===== config.mk =====
export PLATFORM = sky130hd
export DESIGN_NAME = wir_ctrl
export DESIGN_NICKNAME = d
export VERILOG_FILES = /design/src/rtl/wir_pkg.sv /design/src/rtl/wso_retime.sv /design/src/rtl/wir_ctrl.sv
export SDC_FILE = /design/constraint.sdc
export NUM_CORES = 1
export LEC_CHECK = 0
export CAP_MARGIN = 20
export CORE_AREA = 2 2 39 41
export DETAILED_ROUTE_END_ITERATION = 10
export DIE_AREA = 0 0 41 43
export DONT_BUFFER_PORTS = 1
export GPL_ROUTABILITY_DRIVEN = 0
export SLEW_MARGIN = 5
export SYNTH_ARGS = -nofsm -noshare
export SYNTH_HDL_FRONTEND = slang
export SYNTH_HIERARCHICAL = 1
export SYNTH_SLANG_ARGS = --single-unit

===== constraint.sdc =====
create_clock -name wrck -period 2.8 [get_ports wrck]
set_input_delay 0 -clock wrck [delete_from_list [all_inputs] [get_ports wrck]]
set_output_delay 0 -clock wrck [all_outputs]
set_load 0.02 [all_outputs]

===== src/rtl/wir_pkg.sv =====
// -----------------------------------------------------------------------------
// wir_pkg
//   Shared definitions for the IEEE 1500 wrapper instruction register.
//   - wir_op_e    : instruction opcodes. They are zero-extended to the
//                   configured instruction width by the users of this package.
//   - WIR_CAPTURE : fixed pattern loaded into the WIR shift stage on capture.
//   - is_wbr_op() : true for instructions that route the boundary register.
// -----------------------------------------------------------------------------
package wir_pkg;

  typedef enum logic [1:0] {
    WS_BYPASS = 2'd0,
    WS_EXTEST = 2'd1,
    WS_INTEST = 2'd2
  } wir_op_e;

  localparam logic [1:0] WIR_CAPTURE = 2'b01;

  function automatic logic is_wbr_op(input wir_op_e op);
    return (op == WS_EXTEST) || (op == WS_INTEST);
  endfunction

endpackage


===== src/rtl/wso_retime.sv =====
// -----------------------------------------------------------------------------
// wso_retime
//   Falling-edge output flop for a 1500 serial stage. Retiming the serial
//   output by half a cycle gives the downstream stage a full half period of
//   hold margin on its rising-edge capture.
// Ports
//   i_clk : serial clock (output updates on its falling edge)
//   i_rst : asynchronous active-high reset, output returns to 0
//   i_d   : serial data to retime
//   o_q   : retimed serial data
// -----------------------------------------------------------------------------
module wso_retime (
  input  logic i_clk,
  input  logic i_rst,
  input  logic i_d,
  output logic o_q
);

  always_ff @(negedge i_clk or posedge i_rst) begin
    if (i_rst) o_q <= 1'b0;
    else       o_q <= i_d;
  end

endmodule


===== src/rtl/wir_ctrl.sv =====
// -----------------------------------------------------------------------------
// wir_ctrl
//   IEEE 1500 Wrapper Instruction Register with instruction decode and the
//   wrapper serial output mux. Generates the bypass/boundary register
//   controls from the active instruction and retimes WSO on falling wrck.
//
// Parameters
//   WIR_WIDTH   : instruction bits (min 2)
// Configuration macro
//   WIR_PARITY_EN : adds an odd-parity bit at the LSB of the WIR shift stage;
//                   a parity failure on update forces WS_BYPASS and sets the
//                   sticky wir_err flag. Undefined: wir_err is tied 0.
// Ports
//   wrck, wrst                       : clock, async active-high reset
//   selectwir                        : 1 = WIR path, 0 = data register path
//   capturewr, shiftwr, updatewr     : wrapper scan controls
//   wsi                              : wrapper serial input
//   wby_wso, wbr_wso                 : serial outputs of WBY / WBR
//   shiftwby                         : WBY shift enable
//   shiftwbr, capturewbr, updatewbr  : WBR controls
//   extest_mode, intest_mode         : active-instruction flags
//   wso                              : wrapper serial output (negedge retimed)
//   wir_err                          : sticky parity error
// -----------------------------------------------------------------------------
module wir_ctrl
  import wir_pkg::*;
#(
  parameter int WIR_WIDTH = 3
) (
  input  logic wrck,
  input  logic wrst,
  input  logic selectwir,
  input  logic capturewr,
  input  logic shiftwr,
  input  logic updatewr,
  input  logic wsi,
  input  logic wby_wso,
  input  logic wbr_wso,
  output logic shiftwby,
  output logic shiftwbr,
  output logic capturewbr,
  output logic updatewbr,
  output logic extest_mode,
  output logic intest_mode,
  output logic wso,
  output logic wir_err
);

`ifdef WIR_PARITY_EN
  localparam int SR_W = WIR_WIDTH + 1;
  localparam logic [SR_W-1:0] SR_CAPTURE = {WIR_WIDTH'(WIR_CAPTURE), 1'b0};
`else
  localparam int SR_W = WIR_WIDTH;
  localparam logic [SR_W-1:0] SR_CAPTURE = SR_W'(WIR_CAPTURE);
`endif

  localparam logic [WIR_WIDTH-1:0] OP_BYPASS = WIR_WIDTH'(WS_BYPASS);
  localparam logic [WIR_WIDTH-1:0] OP_EXTEST = WIR_WIDTH'(WS_EXTEST);
  localparam logic [WIR_WIDTH-1:0] OP_INTEST = WIR_WIDTH'(WS_INTEST);

  logic [SR_W-1:0]      r_sr;
  logic [WIR_WIDTH-1:0] r_ir;
  logic [WIR_WIDTH-1:0] w_opcode;
  wir_op_e              w_op;
  logic                 w_wbr;
  logic                 w_wso_d;

  // Opcode field of the shift stage; the parity bit (if any) sits below it.
  assign w_opcode = r_sr[SR_W-1 -: WIR_WIDTH];

`ifdef WIR_PARITY_EN
  logic r_err;
  assign wir_err = r_err;
`else
  assign wir_err = 1'b0;
`endif

  // Shift stage and instruction register. Update samples r_sr as it was
  // before this edge, so a same-edge capture/shift never leaks into wir_ir.
  always_ff @(posedge wrck or posedge wrst) begin
    if (wrst) begin
      r_sr  <= '0;
      r_ir  <= OP_BYPASS;
`ifdef WIR_PARITY_EN
      r_err <= 1'b0;
`endif
    end else if (selectwir) begin
      if (capturewr)    r_sr <= SR_CAPTURE;
      else if (shiftwr) r_sr <= {wsi, r_sr[SR_W-1:1]};

      if (updatewr) begin
`ifdef WIR_PARITY_EN
        // Odd parity across opcode plus parity bit.
        if (^r_sr) begin
          r_ir <= w_opcode;
        end else begin
          r_ir  <= OP_BYPASS;
          r_err <= 1'b1;
        end
`else
        r_ir <= w_opcode;
`endif
      end
    end
  end

  // Reserved encodings fall back to bypass.
  always_comb begin
    w_op = WS_BYPASS;
    if (r_ir == OP_EXTEST)      w_op = WS_EXTEST;
    else if (r_ir == OP_INTEST) w_op = WS_INTEST;
  end

  assign w_wbr       = is_wbr_op(w_op);
  assign extest_mode = (w_op == WS_EXTEST);
  assign intest_mode = (w_op == WS_INTEST);

  assign shiftwby   = ~selectwir & shiftwr   & ~w_wbr;
  assign shiftwbr   = ~selectwir & shiftwr   &  w_wbr;
  assign capturewbr = ~selectwir & capturewr &  w_wbr;
  assign updatewbr  = ~selectwir & updatewr  &  w_wbr;

  assign w_wso_d = selectwir ? r_sr[0] : (w_wbr ? wbr_wso : wby_wso);

  wso_retime u_wso_retime (
    .i_clk (wrck),
    .i_rst (wrst),
    .i_d   (w_wso_d),
    .o_q   (wso)
  );

endmodule


# Yosys cells after proc, flatten, opt, wreduce, memory -nomap -nowiden
# Index checks and enable logic that the tools add are counted.
# W data, S select, Z words.
dict set report classes {
  addsub 0
  mul 0
  n_div 0
  order_cmp 0
  n_eq_ne 4
  n_shift 0
  mux 6
  bitwise 9
  n_reduce_logical 4
}
# operator n
set op_table {}
lappend op_table {{$and A1 B1 Y1} 7}
lappend op_table {{$mux W3} 2}
lappend op_table {{$mux W2} 2}
lappend op_table {{$reduce_and A2 Y1} 2}
lappend op_table {{$eq A3 B1 Y1 const B} 1}
lappend op_table {{$eq A3 B2 Y1 const B} 1}
lappend op_table {{$eq A2 B1 Y1 const B} 1}
lappend op_table {{$eq A2 B2 Y1 const B} 1}
lappend op_table {{$mux W1} 2}
lappend op_table {{$not A1 Y1} 2}
lappend op_table {{$reduce_bool A2 Y1} 1}
lappend op_table {{$logic_or A1 B1 Y1} 1}
dict set report word_totals {
  ff_bits 7
  latch_bits 0
  ram_bits 0
  romBits 0
  mem_count 0
}

# Longest topological paths before layout
# Gate-level depths: netlist (run 1).
dict set report logic_depth {
  ltp_word 7
  ltp_mapped 3
  depth_no_buf 3
}

# Modules after synthesis
# The synthesis (run 1) kept the hierarchy.
# mod n_inst cells_each area_each_um2
set by_module_without_submodules {}
lappend by_module_without_submodules {wir_ctrl 1 35 330.3}
lappend by_module_without_submodules {wso_retime 1 2 28.8}

==> results of run 1 <==
[worst reg2reg max path: cells and delay by family, from the launching register on]
family                    cells  cell delay, ns
AOI/OAI and AO/OA             1            0.24
xor gates and xnor gates      1            0.32
DFF                           1            0.41
and+or+nand+nor               1            0.09
[power by group through the flow]
| stage | registers [mW] | clock network, mW | logic (mW) |
|---|---|---|---|
| finish | 0.125 | 0.0920 | 0.0511 |
| global route | 0.127 | 0.103 | 0.0572 |
| CTS | 0.125 | 0.0959 | 0.0520 |
| detailed placement | 0.127 | 0 | 0.0471 |
| global placement | 0.126 | 0 | 0.0471 |
| floorplan | 0.124 | 0 | 0.0436 |
[layout by cell type, fill, tap and decap left out]
cell type      synthesis  final
a21oi_1                1      1
a22o_1                 2      2
and2_1                 3      3
clkbuf_4               0      3
clkinv_2               0      1
conb_1                 1      1
dfrtn_1                1      1
dfrtp_1                6      6
dlygate4sd3_1          0      4
inv_1                  3      3
mux2_2                 2      2
nand2_1                4      4
nor2_1                 2      2
nor3_1                 2      2
nor3b_1                4      4
o21a_1                 1      1
o21ai_0                2      2
o31a_1                 1      1
xnor2_1                1      1
[flip-flops by register name (all words and copies together) (netlist names)]
register and count:
r_ir 3, u_wso_retime/o_q 1, r_sr 3
[per-stage QoR]
step | total power [mW] | std cells | hold slack, ns | util [%] | area [µm²]
after global routing | 0.287 | 60 | 0.0123 | 31.7 | 439
after floorplan | 0.167 | 37 | -0.209 | - | 359
after global placement | 0.173 | 52 | -0.183 | 26.9 | 372
after detailed placement | 0.174 | 52 | -0.188 | 26.9 | 372
after CTS | 0.273 | 60 | 0.000834 | 31.7 | 439
final | 0.268 | 60 | 0.000295 | 31.7 | 439
[cell families (layout without fill, tap and decap cells)]
family	Yosys count	in the layout	synth area share [%]
AND/OR/NAND/NOR	15	15	22.6
flip-flops	7	7	48.8
AO/OA/AOI/OAI	7	7	13.6
other	1	1	1.04
XOR/XNOR	1	1	2.44
buffers and inverters	4	11	5.23
multiplexers	2	2	6.27
[final timing paths]
path,from,endpoint,depth (start not counted)
worst max register to register,r_ir[0],u_wso_retime/o_q,3
worst min-delay path,updatewr,r_ir[0],2
worst min register to register,r_sr[2],r_sr[2],1
max in group asynchronous,wrst,u_wso_retime/o_q,1
worst max-delay path,r_ir[0],u_wso_retime/o_q,3
min in group asynchronous,wrst,r_ir[2],2
[routing by layer]
layer | up-vias | track usage, % | routed length [µm]
li1 | 138 | - | -
met1 | 123 | 10.1 | 278
met2 | 8 | 13.4 | 327
met3 | 4 | 5.24 | 51
met4 | 0 | 12.0 | 31
met5 | - | 0 | 0
[cell type report]
| type | instances | area [µm²] | share of cell area (%) |
|---|---|---|---|
| sequential | 7 | 175 | 39.9 |
| multi-input combinational | 26 | 165 | 37.6 |
| timing repair buffer | 4 | 40.0 | 9.12 |
| clock buffer | 3 | 22.5 | 5.13 |
| tap | 16 | 20.0 | 4.56 |
| inverter | 3 | 11.3 | 2.56 |
| clock inverter | 1 | 5.00 | 1.14 |
[cell usage after synthesis]
master | number | share of area (%)
conb_1 | 1 | 1.0
buf_4 | 1 | 2.1
mux2_2 | 2 | 6.3
dfrtn_1 | 1 | 7.0
o31a_1 | 1 | 2.4
xnor2_1 | 1 | 2.4
nor3b_1 | 4 | 8.4
and2_1 | 3 | 5.2
a22o_1 | 2 | 4.9
nand2_1 | 4 | 4.2
o21ai_0 | 2 | 2.8
dfrtp_1 | 6 | 42
o21a_1 | 1 | 2.1
nor2_1 | 2 | 2.1
inv_1 | 3 | 3.1
a21oi_1 | 1 | 1.4
nor3_1 | 2 | 2.8
[timing repair]
item | 4_1_cts | 5_1_grt
endpoints found under the hold margin | 9 | 0
setup endpoints to repair | 0 | 0
hold buffers | 4 | 0
==> metrics.cfg, run 1 <==
[grt]
antenna_found_initial = 0
grt_pass1_wl_um = 1090
gr-usage-all-layers_pct = 10.3
grt_pass1_vias = 263
grt_overflow = 0
grt_max_degree = 8

[timing]
rsz0062_at_grt = false
hold_viol_final = 0
drv_slew = 0
final-setup-viol-count = 0
fin_setup_tns_ns = 0
skew_ns = 0.00983
layout_setup_ws_ns = 0.194
slew_headroom_pct = 53.5
worst_pin_slew_ns = 0.695

[setup_path]
cp_slowest_cell = dfrtp_1
slowest_delay_ns = 0.41
cp-end-kind = flip-flop
cp.arrival_ns = 1.31
timing_worst_setup_path_type = reg2reg
startpoint_type = flip-flop
r2r_slack_ns = 0.19
crit_family = flip-flops
cp_cell_sequence = xnor2_1 -> nor3b_1 -> o31a_1
critPathBufInv = 0
crit_required_ns = 1.50
path_max_fanout = 4

[run]
maxCapViolations = 0

[clock_network]
cts_tree = yes
cts.sinks = 7
post_cts_resized = 0
post-cts-setup-buffers = 0
htreeDepth = 1
cts.clk_slew.worst_paths_ns = 0.05
cts_inserted_buffers = 3
clock_latency_ns = 0.26
clk_path_buf_depth = 2
ctsRootBufferMaster = clkbuf_4

[power_and_ir_drop]
seq_power_share_pct = 46.5
swShare_pct = 30.7
peakVddDrop_mv = 0.157
combPwrFrac_pct = 19.1
p_leak_nw = 0.201
p_switching_mw = 0.0821
internal_power_mw = 0.186
power_density_nw_per_um2 = 609
pwr-share-clk_pct = 34.4

[routing]
drc_errors = 0
routed_wl_um = 688
viasPerCell = 4.55
drt-wirelength-per-cell_um = 11.5
dr.pass1.iters = 1
vias = 273
drt-initial-drc-count = 0
antenna_left = 0

[final_layout]
num_antenna_cells = 0
layout-drive-gt1-share_pct = 13.6
fill_cells = 147
finalNetCount = 54
area_growth_pct = 22.3

[placement]
post-dp-hpwl_um = 544
place_ws_ns = 0.198
port-buffer-count = 0

[logic_synthesis]
seq_area_frac_synth_pct = 48.8
synth_area_um2 = 359
syn-num-nets = 46
avgSynthCellArea_um2 = 9.71
yosysWarnings = 6
netlist-cell-type-count = 17
synthCells = 37
ys_seq_elements = 7

[floorplan]
die_x_um = 41
die_area_um2 = 1760
io_pins = 17
die_h_um = 43
start_util_pct = 25.9
num_rows = 14
core_um2 = 1380

[outcome]
status = completed

[min_path]
worst_hold_path_type = in2reg

(Power assumes the default switching activity.)
==> run 2: changes to the inputs <==
--- a/config.mk
+++ b/config.mk
@@ -14,5 +14,4 @@
 export SLEW_MARGIN = 5
 export SYNTH_ARGS = -nofsm -noshare
 export SYNTH_HDL_FRONTEND = slang
-export SYNTH_HIERARCHICAL = 1
 export SYNTH_SLANG_ARGS = --single-unit
==> constraint.sdc (replaced) <==
create_clock -name wrck -period 3.4 [get_ports wrck]
set_input_delay 0 -clock wrck [delete_from_list [all_inputs] [get_ports wrck]]
set_output_delay 0 -clock wrck [all_outputs]
set_load 0.02 [all_outputs]
==> metrics.cfg, run 2 <==
[outcome]
status = completed

[routing]
drt-wirelength-per-cell_um = 12.9  ; +12%
dr.pass1.iters = 4  ; +3
viasPerCell = 4.90  ; +7.8%
antenna_left = 0  ; unchanged
drt-initial-drc-count = 9  ; +9
vias = 309  ; +13%
routed_wl_um = 810  ; +18%
drc_errors = 0  ; unchanged

[setup_path]
rr_startpoint = r_ir[0]
cp.arrival_ns = 1.30  ; about the same
startpoint_type = flip-flop
crit_cells = 3  ; unchanged
timing_worst_setup_path_type = reg2reg
startpoint = r_ir[0]
cp_slowest_cell = dfrtp_1
path_max_fanout = 4  ; unchanged
cp_cell_sequence = xnor2_1 -> nor3b_1 -> o31a_1
r2r_end = u_wso_retime.o_q
r2r_slack_ns = 0.51  ; +0.31 ns
crit_required_ns = 1.81  ; +0.31 ns
cp-end-kind = flip-flop
crit_family = flip-flops
slowest_delay_ns = 0.41  ; about the same
critPathBufInv = 0  ; unchanged
reg2reg_depth = 3  ; unchanged

[logic_synthesis]
synth_area_um2 = 373  ; +3.8%
avgSynthCellArea_um2 = 9.56  ; -1.5%
synth_top_area_share_pct = 40.3  ; -1.5 points
muxShareOfSynthArea_pct = 3.02  ; -3.3 points
synth_top_family_by_area = simple AND/OR/NAND/NOR gates
synthAdderAreaFrac_pct = 0  ; unchanged
synth-xor-area-share_pct = 2.35  ; -0.090 points
yosysTopAreaCell = dfrtp_1
async_flop_share_pct = 100  ; unchanged
synth_flop_cell = dfrtp_1
syn-num-nets = 48  ; +4.3%
synthCells = 39  ; +5.4%
yosysWarnings = 0  ; -6
synth_compound_area_share_pct = 17.8  ; +4.2 points
netlist-cell-type-count = 21  ; +4
ys_seq_elements = 7  ; unchanged
synth_edf_count = 0  ; unchanged
ys_top_cells_by_count = dfrtp_1, nand2_1, nor3b_1
seq_area_frac_synth_pct = 47.0  ; -1.8 points
yosys-top-cells-area = dfrtp_1, nor3b_1, dfrtn_1
synth-simple-area-share_pct = 22.5  ; -0.16 points
synthMostInstantiatedCell = dfrtp_1

[final_layout]
fill_cells = 145  ; -1.4%
area_growth_pct = 25.2
fin_util_pct = 33.7  ; +2.0 points
reg_top3 = r_ir x3, r_sr x3, u_wso_retime.o_q x1
fin_area_um2 = 467  ; +6.3%
num_antenna_cells = 0  ; unchanged
finalNetCount = 57  ; +5.6%
layout-drive-gt1-share_pct = 8.51  ; -5.1 points
final_cell_mix = dlygate4sd3_1, dfrtp_1, nand2_1, nor3b_1

[clock_network]
clock_latency_ns = 0.26  ; about the same
htreeDepth = 1  ; unchanged
cts_inserted_buffers = 3  ; unchanged
cts_tree = yes
clk_path_buf_depth = 2  ; unchanged
post_cts_resized = 0  ; unchanged
cts.sinks = 7  ; unchanged
ctsRootBufferMaster = clkbuf_4
cts.clk_slew.worst_paths_ns = 0.05  ; about the same

[power_and_ir_drop]
power_density_nw_per_um2 = 520  ; -15%
power.total_mw = 0.243  ; -9.4%
peakVddDrop_mv = 0.133  ; -15%
p_leak_nw = 0.187  ; -7.2%

[min_path]
hold_end = r_ir[2]
worst_hold_path_type = in2reg
min_from = selectwir
hold_depth = 2  ; unchanged

[floorplan]
die_area_um2 = 1760  ; unchanged
start_util_pct = 26.9  ; +0.99 points
die_x_um = 41  ; unchanged
num_rows = 14  ; unchanged
die_h_um = 43  ; unchanged
core_um2 = 1380  ; unchanged
io_pins = 17  ; unchanged

[timing]
drv_slew = 0  ; unchanged
whs_ns = 0.0176  ; +0.0173 ns
hold_viol_final = 0  ; unchanged
final-setup-viol-count = 0  ; unchanged
slew_headroom_pct = 54.8  ; +1.3 points
rsz0062_at_grt = false
skew_ns = 0.0141  ; +0.00423 ns
worst_pin_slew_ns = 0.676  ; -0.0194 ns
fin_setup_tns_ns = 0  ; unchanged

[run]
maxCapViolations = 0  ; unchanged

[grt]
antenna_found_initial = 0  ; unchanged
grt_max_degree = 10  ; +2
grt_overflow = 0  ; unchanged
grt_pass1_vias = 286  ; +8.7%
grt_pass1_wl_um = 1160  ; +6.3%
gr-usage-all-layers_pct = 10.1  ; -0.20 points

[placement]
port-buffer-count = 0  ; unchanged
placed_cell_area_um2 = 380  ; +2.4%
post-dp-hpwl_um = 557  ; +2.4%

[run 2: through the flow]
stage,cells,setup slack (ns)
finish,63,0.506
global route,63,0.402
CTS,63,0.497
detailed placement,53,0.489
global placement,53,0.534
floorplan,39,0.563
[run 2: routing by layer]
metal	track usage (%)	wire (µm)	vias to the layer above
met5	0	0	-
met4	4.00	0	0
met3	4.71	69	0
met2	17.5	464	14
met1	9.48	276	146
li1	-	-	149
[run 2: final cells by class]
type	count	area [µm²]	share of cell area, %
Clock buffer	4	26.3	5.63
Inverter	3	11.3	2.41
Multi-Input combinational cell	27	174	37.3
Sequential cell	7	175	37.5
Tap cell	16	20.0	4.29
Timing Repair Buffer	6	60.1	12.9
[run 2: where the power goes]
part           internal [mW]  total [mW]  switching (mW)
clock network         0.0448      0.0761          0.0313
registers             0.0947       0.108          0.0128
logic                 0.0251      0.0589          0.0338
[run 2: worst max path at each step]
stage | to | slack, ns
floorplan | u_wso_retime.o_q | 0.56
global placement | u_wso_retime.o_q | 0.53
detailed placement | u_wso_retime.o_q | 0.49
CTS | u_wso_retime.o_q | 0.50
global route | u_wso_retime.o_q | 0.40
finish | u_wso_retime.o_q | 0.51
[run 2: cell families after synthesis]
logic type / after synthesis
buffers and inverters: 5
AOI/OAI and AO/OA: 9
other: 1
DFF: 7
xor gates and xnor gates: 1
and+or+nand+nor: 15
muxes: 1
[run 2: worst reg2reg max path, delay by kind of cell, from the launching register on]
kind,cells,cell delay [ns]
AO/OA/AOI/OAI,1,0.24
XOR/XNOR,1,0.32
flip-flops,1,0.41
AND/OR/NAND/NOR,1,0.09
[run 2: repair_timing]
action / 4_1_cts / 5_1_grt
buffers inserted: 0 / 0
endpoints found under the hold margin: 9 / 0
hold buffers: 6 / 0
